`src/rtl/memory_access_controller.sv`:
```
// rtl/memory_access_controller.sv - host-to-8x8-memory access sequencer with clear sweep
module memory_access_controller #(
    parameter logic [7:0] CLR_VALUE = 8'h00
) (
    input  logic       clk,
    input  logic       rst_n,
    input  logic       req_valid,
    output logic       req_ready,
    input  logic       req_write,
    input  logic [2:0] req_addr,
    input  logic [7:0] req_wdata,
    input  logic       clr_start,
    output logic       rsp_valid,
    input  logic       rsp_ready,
    output logic [7:0] rsp_data,
    output logic       busy,
    output logic       clr_done,
    output logic       mem_op,
    output logic       mem_select,
    output logic [2:0] mem_address,
    output logic [7:0] mem_in_bus,
    input  logic [7:0] mem_out_bus
);

    localparam logic [2:0] IDLE   = 3'd0;
    localparam logic [2:0] SETUP  = 3'd1;
    localparam logic [2:0] STROBE = 3'd2;
    localparam logic [2:0] HOLD   = 3'd3;
    localparam logic [2:0] RESP   = 3'd4;

    logic [2:0] state;
    logic       sweep;
    logic [2:0] sweep_cnt;

    // Strobe decoded from state so an async reset drops it without a clock edge.
    assign mem_select = (state == STROBE);
    assign rsp_valid  = (state == RESP);
    assign busy       = (state != IDLE);
    assign req_ready  = rst_n && (state == IDLE) && !clr_start;

    always_ff @(posedge clk or negedge rst_n) begin
        if (!rst_n) begin
            state       <= IDLE;
            sweep       <= 1'b0;
            sweep_cnt   <= 3'd0;
            mem_op      <= 1'b0;
            mem_address <= 3'd0;
            mem_in_bus  <= 8'h00;
            rsp_data    <= 8'h00;
            clr_done    <= 1'b0;
        end else begin
            clr_done <= 1'b0;
            case (state)
                IDLE: begin
                    if (clr_start) begin
                        sweep       <= 1'b1;
                        sweep_cnt   <= 3'd0;
                        mem_op      <= 1'b1;
                        mem_address <= 3'd0;
                        mem_in_bus  <= CLR_VALUE;
                        state       <= SETUP;
                    end else if (req_valid) begin
                        sweep       <= 1'b0;
                        mem_op      <= req_write;
                        mem_address <= req_addr;
                        mem_in_bus  <= req_wdata;
                        if (req_write) begin
                            rsp_data <= req_wdata;
                        end
                        state <= SETUP;
                    end
                end
                SETUP: begin
                    state <= STROBE;
                end
                STROBE: begin
                    if (!mem_op) begin
                        rsp_data <= mem_out_bus;
                    end
                    state <= HOLD;
                end
                HOLD: begin
                    if (!sweep) begin
                        state <= RESP;
                    end else if (sweep_cnt == 3'd7) begin
                        // Counter parks at 7; the next sweep reloads it.
                        sweep    <= 1'b0;
                        clr_done <= 1'b1;
                        state    <= IDLE;
                    end else begin
                        sweep_cnt   <= sweep_cnt + 3'd1;
                        mem_address <= sweep_cnt + 3'd1;
                        state       <= SETUP;
                    end
                end
                RESP: begin
                    if (rsp_ready) begin
                        state <= IDLE;
                    end
                end
                default: begin
                    state <= IDLE;
                end
            endcase
        end
    end

endmodule

```
`config.mk`:
```
export PLATFORM = sky130hd
export DESIGN_NAME = memory_access_controller
export DESIGN_NICKNAME = d
export VERILOG_FILES = /design/src/rtl/memory_access_controller.sv
export SDC_FILE = /design/constraint.sdc
export NUM_CORES = 1
export LEC_CHECK = 0
export CAP_MARGIN = 10
export CORE_MARGIN = 2
export CORE_UTILIZATION = 45
export DETAILED_ROUTE_END_ITERATION = 16
export GPL_TIMING_DRIVEN = 0
export PLACE_DENSITY = 0.79
export SLEW_MARGIN = 15
export SYNTH_ARGS = -nofsm -noshare
export SYNTH_HDL_FRONTEND = slang
export SYNTH_SLANG_ARGS = --single-unit
```
`constraint.sdc`:
```
create_clock -name clk -period 2.07 [get_ports clk]
set_clock_uncertainty 0.15 [all_clocks]
set_input_delay 0.414 -clock clk [delete_from_list [all_inputs] [get_ports clk]]
set_output_delay 0.414 -clock clk [all_outputs]
set_load 0.01 [all_outputs]
```
# --- After elaboration in Yosys (flattened, before gate mapping) ---
# Index checks and enable logic that the tools add are counted.
totals:
  mem_bits_ro: 0
  latch_bits: 0
  wordCells: 67
  mem_bits_rw: 0
  out_inout_bits: 25
  memories: 0
  reg_bits: 28
  in_bits: 25
op_classes:
  n_reduce_logical: 14
  addsub: 1
  mul: 0
  n_eq_ne: 14
  mux: 30
  shift: 0
  magnitude_cmp: 0
  n_bitwise: 0
  n_div: 0
op_table:
  columns: ["op", "count"]
  rows:
  - ["$mux 8", 6]
  - ["$mux 3", 9]
  - ["$pmux 8 s2", 1]
  - ["$pmux 3 s5", 1]
  - ["$ne 2x2->1 const B", 7]
  - ["$pmux 3 s2", 2]
  - ["$mux 1", 10]
  - ["$reduce_and 4->1", 2]
  - ["$eq 3x2->1 const B", 2]
  - ["$eq 3x3->1 const B", 2]
  - ["$reduce_and 2->1", 3]
  - ["$reduce_bool 2->1", 3]
  - ["$reduce_and 5->1", 1]
  - ["$add 3x1->3 const B", 1]
  - ["$eq 3x1->1 const B", 1]
  - ["$logic_not 3->1", 1]
  - ["$ne 3x3->1 const B", 1]
  - ["$reduce_bool 3->1", 1]
  - ["$logic_and 1x1->1", 2]
  - ["$ne 2x1->1 const B", 1]
  - ["$pmux 1 s2", 1]
  - ["$logic_not 1->1", 1]

# --- Longest topological paths before layout ---
depth:
  ltp_word: 4
  ltp_mapped: 6
  depth_no_buf: 5

# --- Least setup slack after synthesis ---
# No wires, ideal clock.
synth_path:
  path_type: "reg-to-output"
  from: "reg state[2]"
  to: "out req_ready"
  n_path_buf: 2
  setup_slack_ns: 0.046
  t_arrival_ns: 1.460
  stages_incl_launch_ff: 6
  path_cell_list: "dfrtp_1 buf_2 nor3_2 inv_1 clkbuf_1 nor3b_1"
synth_between:
  elab_chain_len: 3
synth_rtl:
  columns: ["element", "line_no", "source"]
  rows:
  - ["start: declaration", "31", "logic [2:0] state;"]
  - ["start signal: assignment", "43", "state <= IDLE;"]
  - ["start signal: assignment", "61", "state <= SETUP;"]
  - ["start signal: assignment", "70", "state <= SETUP;"]
  - ["$logic_not 3->1", "39", "assign req_ready = rst_n && (state == IDLE) && !clr_start;"]
  - ["$logic_and 1x1->1 (2 in a row)", "39", null]
  - ["end: declaration", "8", "output logic req_ready,"]
# No other way between the ends.

# --- Final worst setup path ---
layout_path:
  from: "reg state[1]"
  to: "out req_ready"
# Same word-level chain as after synthesis.

==> summary.txt <==
Floorplan
  – Core Footprint: 3100 µm²
  – Initial Util: 0.478
  – IO Pins: 50
  – Row count: 20
  – Die Wd: 61.4 µm
  – Die area: 3770 µm²
  – Die Y: 61.4 µm

Clock network
  – Clk sinks: 28
  – Htree depth: 1
  – CTS tree: yes
  – Clock buffer depth: 2
  – Clock-pin transition on the worst setup and hold timing paths: 0.16 ns
  – CTS buffer count: 3
  – CTS root buf: clkbuf_4
  – Worst-Skew Late Latency: 0.33 ns

Critical path
  – Reg2reg end: mem_address[2]
  – RR Startpoint: sweep_cnt[0]
  – Critical Path Sink Type: output pin
  – Worst Setup Start Kind: flip-flop
  – Worst Path Max Fanout: 6
  – Crit-path slowest cell: dfrtp_1
  – Crit path cell chain: buf_4, nor3_4, inv_2, nor3b_2, buf_2
  – R2r worst-path depth: 5
  – Max stage delay on crit path: 0.45 ns
  – R2R Setup Slk: 0.10 ns
  – WP data required: 1.51 ns
  – Crit path kind: reg -> out
  – Worst path arrival time: 1.53 ns

Routing
  – Antenna Nets Post-Route: 0
  – DRC violations left: 0
  – Drt pass-1 iters: 4
  – Total number of vias: 1215
  – Wire per inst: 15.2 µm
  – DRT iter0 DRCs: 69
  – Avg Vias per Cell: 5.15
  – Final wirelength: 3.58 mm

Synthesis
  – Post-synthesis sequential area ratio: 0.472
  – Netlist Area Pre-Place: 1480 µm²
  – Distinct cells, synth: 38
  – EDFF count, synth: 0
  – Avg Inst Size Synth: 11.9 µm²
  – Primary FF master, synth: dfrtp_1
  – Yosys warns: 0
  – Cells after synthesis: 125
  – Yosys reg bits: 28
  – Post-Syn Nets: 152
  – Ys async rst share: 1.00

GRT
  – Largest net degree at the start of global routing: 29
  – Global-route wire length before repair: 5.73 mm
  – Final global-route overflow total: 0
  – Vias in the first global route: 1199
  – Initial antenna violation count: 0
  – Total GRT Usage: 0.206

Power
  – Pwr/cell area: 1450 nW/µm²
  – Final Power: 3.22 mW
  – P_leak: 0.968 nW
  – IR drop worst, VDD: 0.843 mV

Timing
  – Crit path time final: 2.10 ns
  – Max-slew headroom: 0.673
  – Unrepaired setup endpoints after global routing: yes
  – Post-route clock period utilization: 1.01
  – Fin. Hold Viols: 0
  – Worst-Margin Slew: 0.489 ns
  – Slew Viols, Final: 0
  – Fmax: 477 MHz
  – Setup-failing EPs final: 3
  – Final worst slack: -0.0263 ns

Cells and area
  – Area growth syn-to-layout: 49.7%
  – Fin nets: 220
  – N_diodes: 0
  – Share of layout cells above drive strength 1: 0.313
  – Final Util: 0.716

Worst hold path
  – Min-Delay Endpoint: mem_address[0]
  – Hold Path Depth: 1
  – Hold path start: mem_address[0]
  – Worst min path class: reg -> reg

Flow run
  – Max-capacitance violation count: 0

Placed design
  – RePlAce Congestion: 0.813
  – PortBufs: 49
  – Dpl hpwl: 2.57 mm

Outcome
  – Failing checks: negative setup slack
  – Run status: finished with violations
-- sequential cells by signal, summed over array words and instances (netlist names) --
| name | count |
|---|---|
| sweep | 1 |
| mem_in_bus | 8 |
| mem_op | 1 |
| mem_address | 3 |
| sweep_cnt | 3 |
| state | 3 |
| clr_done | 1 |
| rsp_data | 8 |
-- cell usage after synthesis, drive strengths merged, types with 2 or more instances --
library cell,count,share of area
and2b,2,0.010
mux2i,3,0.020
o21ai,15,0.051
mux2,22,0.17
buf,4,0.017
nor2,5,0.013
a21oi,4,0.024
a211oi,2,0.019
clkbuf,2,0.0051
nor3b,2,0.010
inv,4,0.010
ha,2,0.017
nand3b,3,0.024
dfrtp,28,0.47
nand2,11,0.028
-- layer usage --
layer,up-vias,GRT usage,wire [µm]
met3,6,0.0294,112
met5,-,0,0
met4,0,0.0669,68
li1,580,-,-
met2,33,0.336,1770
met1,596,0.285,1630
-- worst max-delay path, delay by kind of cell, from the launching register on --
family,cells,cell delay [ns]
buffers and inverters,3,0.41
and+or+nand+nor,2,0.35
DFF,1,0.45
-- where the power goes --
part | leakage, nW | internal (mW) | switching, mW | total, mW
clock | 0.0279 | 0.196 | 0.169 | 0.365
combinational | 0.590 | 1.10 | 0.823 | 1.92
sequential | 0.350 | 0.790 | 0.148 | 0.938
-- worst max-delay path by stage --
stage	from	endpoint	slack, ns	cells after the start
finish	state[1]	req_ready	-0.03	5
global route	state[1]	req_ready	-0.07	5
CTS	state[0]	req_ready	0.02	5
detailed placement	clr_start	req_ready	-0.55	4
global placement	rst_n	req_ready	-1.11	3
floorplan	state[2]	req_ready	0.05	5
-- cells in the final DEF, fill, tap and decap left out, types with 2 or more instances in the layout --
master / Yosys / routed
mux2_1: 2 / 2
mux2i_1: 3 / 3
inv_1: 4 / 3
o21ai_0: 14 / 14
clkdlybuf4s50_1: 0 / 43
ha_1: 2 / 2
nand2_1: 11 / 11
buf_2: 2 / 3
buf_4: 2 / 15
buf_6: 0 / 2
mux2_2: 20 / 20
and2b_1: 2 / 2
dfrtp_1: 28 / 27
a21oi_1: 2 / 2
clkbuf_4: 0 / 3
nor2_1: 5 / 5
nand3b_1: 2 / 2
nor3b_2: 0 / 2
dlygate4sd2_1: 0 / 2
-- layout make-up --
cell class | instances | area (µm²)
sequential | 28 | 702
clock inverter | 1 | 30.0
multi-input combinational | 87 | 752
inverter | 4 | 15.0
tap | 44 | 55.1
clock buffer | 3 | 22.5
timing repair buffer | 64 | 606
fill | 242 | 882
buffer | 5 | 38.8
-- through the flow --
| step | hold WS (ns) | cell area (µm²) | worst slack (ns) | instances | TNS (ns) |
|---|---|---|---|---|---|
| 3_5_place_dp | 0.324 | 2020 | -0.553 | 218 | -3.13 |
| 6_report | 0.360 | 2220 | -0.0263 | 236 | -0.0657 |
| 3_3_place_gp | 0.328 | 2030 | -1.11 | 218 | -3.54 |
| 5_1_grt | 0.389 | 2220 | -0.0708 | 236 | -0.182 |
| 2_1_floorplan | -0.0316 | 1480 | 0.0461 | 125 | 0 |
| 4_1_cts | 0.371 | 2180 | 0.0184 | 231 | 0 |
-- repair_timing --
item	4_1_cts	5_1_grt
hold buffers	2	0
pin swaps	2	2
endpoints found under the hold margin	28	0
setup endpoints to repair	4	6
gates resized for setup	23	0
setup buffers	8	5
-- logic make-up (layout without fill, tap and decap cells) --
logic type | Yosys count | in the layout | synth area share
muxes | 25 | 25 | 0.187
AOI/OAI and AO/OA | 26 | 26 | 0.120
DFF | 28 | 28 | 0.472
adders and majority gates | 2 | 2 | 0.0169
xor gates and xnor gates | 1 | 1 | 0.00590
and+or+nand+nor | 33 | 33 | 0.166
buffers and inverters | 10 | 77 | 0.0320
(Power assumes the default switching activity.)
